`src/rtl/ioctl_router_pkg.sv`:
```
// rtl/ioctl_router_pkg.sv - shared types and constants for the ioctl ROM router
//
// Purpose : FSM state encoding, hps_io download index values and the write
//           FIFO entry layout shared by ioctl_rom_router and ioctl_wr_fifo.
// Ports   : none (package).
package ioctl_router_pkg;

    // Widest ioctl address the FIFO entry can carry; the router zero-extends
    // its ADDR_W-bit address into this field.
    localparam int unsigned ADDR_MAX_W = 32;

    localparam logic [7:0] IDX_ROM = 8'd0;
    localparam logic [7:0] IDX_DIP = 8'd254;

    typedef enum logic [1:0] {
        IDLE  = 2'd0,
        LOAD  = 2'd1,
        DRAIN = 2'd2,
        DONE  = 2'd3
    } router_state_e;

    typedef struct packed {
        logic [ADDR_MAX_W-1:0] addr;
        logic [7:0]            data;
        logic [2:0]            region;
    } fifo_entry_t;

    localparam int unsigned FIFO_ENTRY_W = $bits(fifo_entry_t);

endpackage

```
`src/rtl/ioctl_wr_fifo.sv`:
```
// rtl/ioctl_wr_fifo.sv - synchronous write-buffer FIFO for routed ROM bytes
//
// Purpose : single-clock FIFO; push is ignored when full, pop when empty.
//           Reset flushes the pointers, so stored data needs no reset.
// Ports   : clk_i     clock
//           reset_i   synchronous active-high flush
//           push_i    write data_i this cycle
//           data_i    entry to write
//           pop_i     discard the head entry this cycle
//           data_o    head entry (valid while !empty_o)
//           count_o   number of stored entries
//           full_o    count_o == DEPTH
//           empty_o   count_o == 0
module ioctl_wr_fifo #(
    parameter int unsigned DEPTH = 4,
    parameter int unsigned WIDTH = 8
) (
    input  logic                     clk_i,
    input  logic                     reset_i,
    input  logic                     push_i,
    input  logic [WIDTH-1:0]         data_i,
    input  logic                     pop_i,
    output logic [WIDTH-1:0]         data_o,
    output logic [$clog2(DEPTH):0]   count_o,
    output logic                     full_o,
    output logic                     empty_o
);

    localparam int unsigned PTR_W = $clog2(DEPTH);
    localparam int unsigned CNT_W = PTR_W + 1;

    logic [WIDTH-1:0] mem_q [DEPTH];
    logic [PTR_W-1:0] wr_ptr_q, wr_ptr_d;
    logic [PTR_W-1:0] rd_ptr_q, rd_ptr_d;
    logic [CNT_W-1:0] count_q, count_d;
    logic             push_ok, pop_ok;

    assign full_o  = (count_q == CNT_W'(DEPTH));
    assign empty_o = (count_q == '0);
    assign push_ok = push_i && !full_o;
    assign pop_ok  = pop_i && !empty_o;
    assign data_o  = mem_q[rd_ptr_q];
    assign count_o = count_q;

    always_comb begin
        wr_ptr_d = wr_ptr_q;
        rd_ptr_d = rd_ptr_q;
        count_d  = count_q;
        if (push_ok) begin
            wr_ptr_d = wr_ptr_q + PTR_W'(1);
        end
        if (pop_ok) begin
            rd_ptr_d = rd_ptr_q + PTR_W'(1);
        end
        // Simultaneous push and pop leaves the count unchanged.
        case ({push_ok, pop_ok})
            2'b10:   count_d = count_q + CNT_W'(1);
            2'b01:   count_d = count_q - CNT_W'(1);
            default: count_d = count_q;
        endcase
    end

    always_ff @(posedge clk_i) begin
        if (reset_i) begin
            wr_ptr_q <= '0;
            rd_ptr_q <= '0;
            count_q  <= '0;
        end else begin
            wr_ptr_q <= wr_ptr_d;
            rd_ptr_q <= rd_ptr_d;
            count_q  <= count_d;
        end
    end

    always_ff @(posedge clk_i) begin
        if (push_ok) begin
            mem_q[wr_ptr_q] <= data_i;
        end
    end

endmodule

```
`src/rtl/ioctl_rom_router.sv`:
```
// rtl/ioctl_rom_router.sv - routes hps_io download bytes to DIP bank and ROM regions
//
// Purpose : captures DIP bytes (index 254) into dip_sw, routes ROM bytes
//           (index 0) through a write FIFO to a req/ack memory port tagged with
//           their region, back-pressures hps_io and holds the core in reset
//           until the load has fully drained.
// Macro   : IOCTL_ROUTER_CHECKSUM_EN adds rom_sum, the mod-2^16 sum of all
//           bytes acked by memory during a load.
// Ports   : clk_sys, reset           clock, synchronous active-high reset
//           ioctl_download/wr/index/addr/dout   hps_io download stream
//           ioctl_wait               back-pressure to hps_io
//           mem_req/addr/data/region memory write request, held until mem_ack
//           mem_ack                  memory accepted the current write
//           dip_sw                   DIP bytes, byte k at [8k+7:8k]
//           core_reset               high while loading/draining
//           load_done                one-cycle pulse when a load has drained
//           addr_err                 sticky: unmapped ROM byte or FIFO overflow
//           rom_sum                  (macro only) checksum of acked bytes
module ioctl_rom_router
    import ioctl_router_pkg::*;
#(
    parameter int unsigned NUM_REGIONS = 4,
    parameter int unsigned ADDR_W      = 25,
    parameter logic [NUM_REGIONS*ADDR_W-1:0] REGION_END =
        {25'h80000, 25'h34000, 25'h14000, 25'h0C000},
    parameter int unsigned FIFO_DEPTH  = 4,
    parameter int unsigned DIP_BYTES   = 8
) (
    input  logic                   clk_sys,
    input  logic                   reset,
    input  logic                   ioctl_download,
    input  logic                   ioctl_wr,
    input  logic [7:0]             ioctl_index,
    input  logic [ADDR_W-1:0]      ioctl_addr,
    input  logic [7:0]             ioctl_dout,
    output logic                   ioctl_wait,
    output logic                   mem_req,
    output logic [ADDR_W-1:0]      mem_addr,
    output logic [7:0]             mem_data,
    output logic [2:0]             mem_region,
    input  logic                   mem_ack,
    output logic [8*DIP_BYTES-1:0] dip_sw,
    output logic                   core_reset,
    output logic                   load_done,
    output logic                   addr_err
`ifdef IOCTL_ROUTER_CHECKSUM_EN
    ,
    output logic [15:0]            rom_sum
`endif
);

    localparam int unsigned CNT_W = $clog2(FIFO_DEPTH) + 1;

    router_state_e          state_q, state_d;
    logic                   wait_q, wait_d;
    logic                   mem_req_q, mem_req_d;
    logic [ADDR_W-1:0]      mem_addr_q, mem_addr_d;
    logic [7:0]             mem_data_q, mem_data_d;
    logic [2:0]             mem_region_q, mem_region_d;
    logic [8*DIP_BYTES-1:0] dip_q, dip_d;
    logic                   core_reset_q, core_reset_d;
    logic                   load_done_q, load_done_d;
    logic                   addr_err_q, addr_err_d;

    logic                   rom_strobe;
    logic                   rom_hit;
    logic [2:0]             rom_region;
    logic                   push_req, push_ok, pop_ok;
    fifo_entry_t            push_entry, head;
    logic [FIFO_ENTRY_W-1:0] fifo_rdata;
    logic [CNT_W-1:0]       fifo_count, count_next;
    logic                   fifo_full, fifo_empty;

    // ------------------------------------------------------------------
    // ROM byte classification: lowest region whose end is above the address.
    // Iterating downwards lets the lowest matching region win.
    // ------------------------------------------------------------------
    assign rom_strobe = ioctl_wr && ioctl_download && (ioctl_index == IDX_ROM);

    always_comb begin
        rom_hit    = 1'b0;
        rom_region = '0;
        for (int r = NUM_REGIONS - 1; r >= 0; r--) begin
            if (ioctl_addr < REGION_END[r*ADDR_W +: ADDR_W]) begin
                rom_hit    = 1'b1;
                rom_region = 3'(r);
            end
        end
    end

    always_comb begin
        push_entry        = '0;
        push_entry.addr   = ADDR_MAX_W'(ioctl_addr);
        push_entry.data   = ioctl_dout;
        push_entry.region = rom_region;
    end

    assign push_req = rom_strobe && rom_hit;
    assign push_ok  = push_req && !fifo_full;
    // The presented entry stays in the FIFO until memory accepts it.
    assign pop_ok   = mem_req_q && mem_ack;

    ioctl_wr_fifo #(
        .DEPTH (FIFO_DEPTH),
        .WIDTH (FIFO_ENTRY_W)
    ) u_fifo (
        .clk_i   (clk_sys),
        .reset_i (reset),
        .push_i  (push_req),
        .data_i  (push_entry),
        .pop_i   (pop_ok),
        .data_o  (fifo_rdata),
        .count_o (fifo_count),
        .full_o  (fifo_full),
        .empty_o (fifo_empty)
    );

    assign head = fifo_rdata;

    generate
        if (ADDR_W < ADDR_MAX_W) begin : g_addr_pad
            logic unused_addr_hi;
            assign unused_addr_hi = |head.addr[ADDR_MAX_W-1:ADDR_W];
        end
    endgenerate

    // ------------------------------------------------------------------
    // Back-pressure: registered from the next occupancy so it is asserted in
    // the cycle the FIFO reaches DEPTH-1; the last slot absorbs the strobe
    // hps_io may already have in flight.
    // ------------------------------------------------------------------
    always_comb begin
        count_next = fifo_count;
        if (push_ok && !pop_ok) begin
            count_next = fifo_count + CNT_W'(1);
        end else if (!push_ok && pop_ok) begin
            count_next = fifo_count - CNT_W'(1);
        end
        wait_d = (count_next >= CNT_W'(FIFO_DEPTH - 1));
    end

    // ------------------------------------------------------------------
    // Memory port: load the head one cycle after the FIFO is non-empty, hold
    // it until ack, then drop req for a cycle while the pop takes effect.
    // ------------------------------------------------------------------
    always_comb begin
        mem_req_d    = mem_req_q;
        mem_addr_d   = mem_addr_q;
        mem_data_d   = mem_data_q;
        mem_region_d = mem_region_q;
        if (pop_ok) begin
            mem_req_d = 1'b0;
        end else if (!mem_req_q && !fifo_empty) begin
            mem_req_d    = 1'b1;
            mem_addr_d   = head.addr[ADDR_W-1:0];
            mem_data_d   = head.data;
            mem_region_d = head.region;
        end
    end

    // DIP capture is independent of the download flag and of the FSM.
    always_comb begin
        dip_d = dip_q;
        if (ioctl_wr && (ioctl_index == IDX_DIP)) begin
            for (int k = 0; k < int'(DIP_BYTES); k++) begin
                if (ioctl_addr == ADDR_W'(k)) begin
                    dip_d[8*k +: 8] = ioctl_dout;
                end
            end
        end
    end

    // Unmapped ROM bytes and pushes into a full FIFO are both lost bytes.
    assign addr_err_d = addr_err_q || (rom_strobe && (!rom_hit || fifo_full));

    // ------------------------------------------------------------------
    // Load sequencing FSM. core_reset/load_done are registered from the next
    // state so that they come out of reset as 1/0 and track state_q.
    // ------------------------------------------------------------------
    always_comb begin
        state_d = state_q;
        case (state_q)
            IDLE: begin
                if (ioctl_download && (ioctl_index == IDX_ROM)) begin
                    state_d = LOAD;
                end
            end
            LOAD: begin
                if (!ioctl_download) begin
                    state_d = DRAIN;
                end
            end
            DRAIN: begin
                if (ioctl_download && (ioctl_index == IDX_ROM)) begin
                    state_d = LOAD;
                end else if (fifo_empty && !mem_req_q) begin
                    state_d = DONE;
                end
            end
            DONE: begin
                state_d = IDLE;
            end
            default: begin
                state_d = IDLE;
            end
        endcase
        core_reset_d = (state_d != IDLE);
        load_done_d  = (state_d == DONE);
    end

    always_ff @(posedge clk_sys) begin
        if (reset) begin
            state_q      <= IDLE;
            wait_q       <= 1'b0;
            mem_req_q    <= 1'b0;
            mem_addr_q   <= '0;
            mem_data_q   <= '0;
            mem_region_q <= '0;
            dip_q        <= '0;
            core_reset_q <= 1'b1;
            load_done_q  <= 1'b0;
            addr_err_q   <= 1'b0;
        end else begin
            state_q      <= state_d;
            wait_q       <= wait_d;
            mem_req_q    <= mem_req_d;
            mem_addr_q   <= mem_addr_d;
            mem_data_q   <= mem_data_d;
            mem_region_q <= mem_region_d;
            dip_q        <= dip_d;
            core_reset_q <= core_reset_d;
            load_done_q  <= load_done_d;
            addr_err_q   <= addr_err_d;
        end
    end

`ifdef IOCTL_ROUTER_CHECKSUM_EN
    logic [15:0] sum_q, sum_d;

    always_comb begin
        sum_d = sum_q;
        if ((state_q == IDLE) && (state_d == LOAD)) begin
            sum_d = '0;
        end else if (pop_ok) begin
            sum_d = sum_q + 16'(mem_data_q);
        end
    end

    always_ff @(posedge clk_sys) begin
        if (reset) begin
            sum_q <= '0;
        end else begin
            sum_q <= sum_d;
        end
    end

    assign rom_sum = sum_q;
`endif

    assign ioctl_wait = wait_q;
    assign mem_req    = mem_req_q;
    assign mem_addr   = mem_addr_q;
    assign mem_data   = mem_data_q;
    assign mem_region = mem_region_q;
    assign dip_sw     = dip_q;
    assign core_reset = core_reset_q;
    assign load_done  = load_done_q;
    assign addr_err   = addr_err_q;

endmodule

```
`config.mk`:
```
export PLATFORM = sky130hd
export DESIGN_NAME = ioctl_rom_router
export DESIGN_NICKNAME = d
export VERILOG_FILES = /design/src/rtl/ioctl_router_pkg.sv /design/src/rtl/ioctl_wr_fifo.sv /design/src/rtl/ioctl_rom_router.sv
export SDC_FILE = /design/constraint.sdc
export NUM_CORES = 1
export LEC_CHECK = 0
export CAP_MARGIN = 25
export CORE_MARGIN = 2
export CORE_UTILIZATION = 35
export DETAILED_ROUTE_END_ITERATION = 16
export PLACE_DENSITY_LB_ADDON = 0.3
export SYNTH_ARGS = -nofsm -noshare
export SYNTH_HDL_FRONTEND = slang
export SYNTH_HIERARCHICAL = 1
export SYNTH_SLANG_ARGS = --single-unit
```
`constraint.sdc`:
```
create_clock -name clk_sys -period 3.4 [get_ports clk_sys]
set_input_delay 0.51 -clock clk_sys [delete_from_list [all_inputs] [get_ports clk_sys]]
set_output_delay 0.51 -clock clk_sys [all_outputs]
set_load 0.03 [all_outputs]
```
==> flow_summary.ini <==
[setup_path]
startpoint_type = primary input
crit_slowest_cell = or4_4
critPathMostFrequentCell = inv_1
r2r-start = mem_req
cp_top_family = simple AND/OR/NAND/NOR gates
worstPathArrival_ns = 3.26
cp_max_fo = 5
path_class = in -> reg
cp-end-kind = register
required_ns = 3.86
crit_path_cell_trace = clkdlybuf4s50_1 -> or4_4 -> or2_2 -> nor2_1 -> inv_1 -> nor2_2 -> inv_1 -> ha_1 -> inv_1 -> fa_1 -> xor2_1 -> or3_1 -> a21oi_1
path_buf_inv = 4
crit_start = ioctl_addr[22]
critPathMaxStageDelay_ns = 0.55

[floorplan]
start_util = 0.3553
std_cell_rows = 62
ios = 151
die_y_um = 174.5
die_area_um2 = 30440
design.core.area_um2 = 28630
die_w_um = 174.5

[timing]
layout_setup_ws_ns = 0.6015
max-slew-margin-rel = 0.3337
tns_ns = 0
layout_min_cycle_time_ns = 2.798
rsz0062_at_grt = no
fmax_mhz = 357.3
skew_ns = 0.01694
finalMaxSlewViolations = 0
setup_viol = 0
finalCritPeriodShare = 0.8231
hold_violations = 0
worst_pin_slew_ns = 0.9994

[clock_network]
cts.repair.resized = 0
clock_latency_ns = 0.53
root_buffer = clkbuf_16
htree_levels = 1
clock-sinks = 260
postCtsHoldBufs = 0
clock_path_buffers = 3
cts_tree = built
cts_setup_buffers = 0
clk_pin_slew_ns = 0.06
cts-buffers-inserted = 28

[pwr]
leakage_uw = 0.004580
clkPwrFrac = 0.455
power_frac_seq = 0.519
power_switching_uw = 1250
comb_power_share = 0.026
p_int_uw = 5125
sw_frac_of_total = 0.1961
ir_drop_mv = 0.3828
p_per_area_nw_per_um2 = 486.9

[job]
drv_cap = 0

[cells_and_area]
nets = 930
fill_cells = 2579
drive_gt1_frac = 0.1381
fin_util = 0.4574
area_growth_pct = 28.72
n_antenna_cell = 0

[grt]
grt_max_degree = 71
gr-usage-all-layers = 0.1504
grt_antenna_before_repair = 0
grt_pass1_wl_um = 36010
grt_pass1_vias = 6272
overflow = 0

[routing]
ant_nets = 0
vias = 6116
wirelength_um = 22770
wl_per_cell_um = 17.76
viasPerCell = 4.771
dr.pass1.iters = 4
drt-initial-drc-count = 388
route.detailed.drc = 0

[synthesis]
syn_inst = 709
avgSynthCellArea_um2 = 14.35
yosys_warnings = 6
synth_area_um2 = 10170

[place]
gp_congestion = 0.7117
hpwl_um = 14880
dpl_worst_slack_ns = 0.08238
portBuffers = 150

[worst_hold_path]
min_path_type = reg -> reg
min_from = mem_addr[5]

[run_status]
outcome = finished, final reports clean
-- per-layer routing --
metal / routed length (um) / part of all wire / global-route usage
met5: 0 / 0 / 0
met4: 341 / 0.015 / 0.03011
met3: 1750 / 0.077 / 0.04353
met2: 10540 / 0.46 / 0.2421
met1: 10140 / 0.45 / 0.2034
-- worst register-to-register path, stage by stage, from the launching register on --
cell and delay, ns:
dfxtp_1 0.46, nand2_1 0.14, inv_1 0.22, o31ai_2 0.13, inv_1 0.07, ha_1 0.17, inv_1 0.06, fa_1 0.38
xor2_1 0.16, or3_1 0.31, a21oi_1 0.15
-- power groups by stage --
stage               clock network (uW)  logic (uW)  registers (uW)
floorplan                            0        53.1            3380
global placement                     0         164            3380
detailed placement                   0         165            3380
CTS                               2960         165            3310
global route                      3090         177            3310
finish                            2900         163            3310
-- state kept, by name, indices dropped and copies added, names as in the netlist, named ones only --
name and cells:
ioctl_wait 1, core_reset 1, dip_sw 64, addr_err 1, mem_region 3, u_fifo/rd_ptr_q 2, u_fifo/wr_ptr_q 2, u_fifo/count_o 3
state_q 2, load_done 1, u_fifo/mem_q 144, mem_addr 25, mem_data 8, mem_req 1
-- through the flow --
| stage | hold WS [ns] | total power [uW] | cell area, um2 | std cells |
|---|---|---|---|---|
| 2_1_floorplan | 0.4591 | 3434 | 10180 | 712 |
| 3_3_place_gp | 0.4444 | 3542 | 12200 | 1230 |
| 3_5_place_dp | 0.4459 | 3543 | 12200 | 1230 |
| 4_1_cts | 0.4538 | 6440 | 13090 | 1282 |
| 5_1_grt | 0.4724 | 6579 | 13090 | 1282 |
| 6_report | 0.4513 | 6375 | 13090 | 1282 |
-- final timing paths --
check | end | slack, ns | depth (start not counted)
setup reg to reg | u_fifo/count_o[2] | 1.09 | 10
setup / recovery | u_fifo/count_o[2] | 0.60 | 13
hold / removal | mem_addr[5] | 0.45 | 2
hold reg to reg | mem_addr[5] | 0.45 | 2
-- cell usage in the layout (no fill, tap or decap), types with 9 or more instances in the layout --
cell	count
clkdlybuf4s50_1	149
inv_1	12
buf_4	17
clkbuf_16	29
mux4_2	34
nand2b_1	79
a21oi_1	45
nor2_1	12
dfxtp_1	114
mux2i_1	66
clkbuf_1	9
nand2_1	77
edfxtp_1	144
-- layout make-up --
type | instances | area [um2] | area share
flip-flops and latches | 260 | 6649 | 0.5078
multi-input cells | 401 | 3267 | 0.2495
repair buffers | 173 | 1759 | 0.1344
clock buffers | 43 | 828.3 | 0.06326
well taps | 384 | 480.5 | 0.03670
clock inverters | 9 | 63.81 | 0.004874
inverters | 12 | 45.04 | 0.003440
Note: power is estimated with default switching activity, not from simulation.
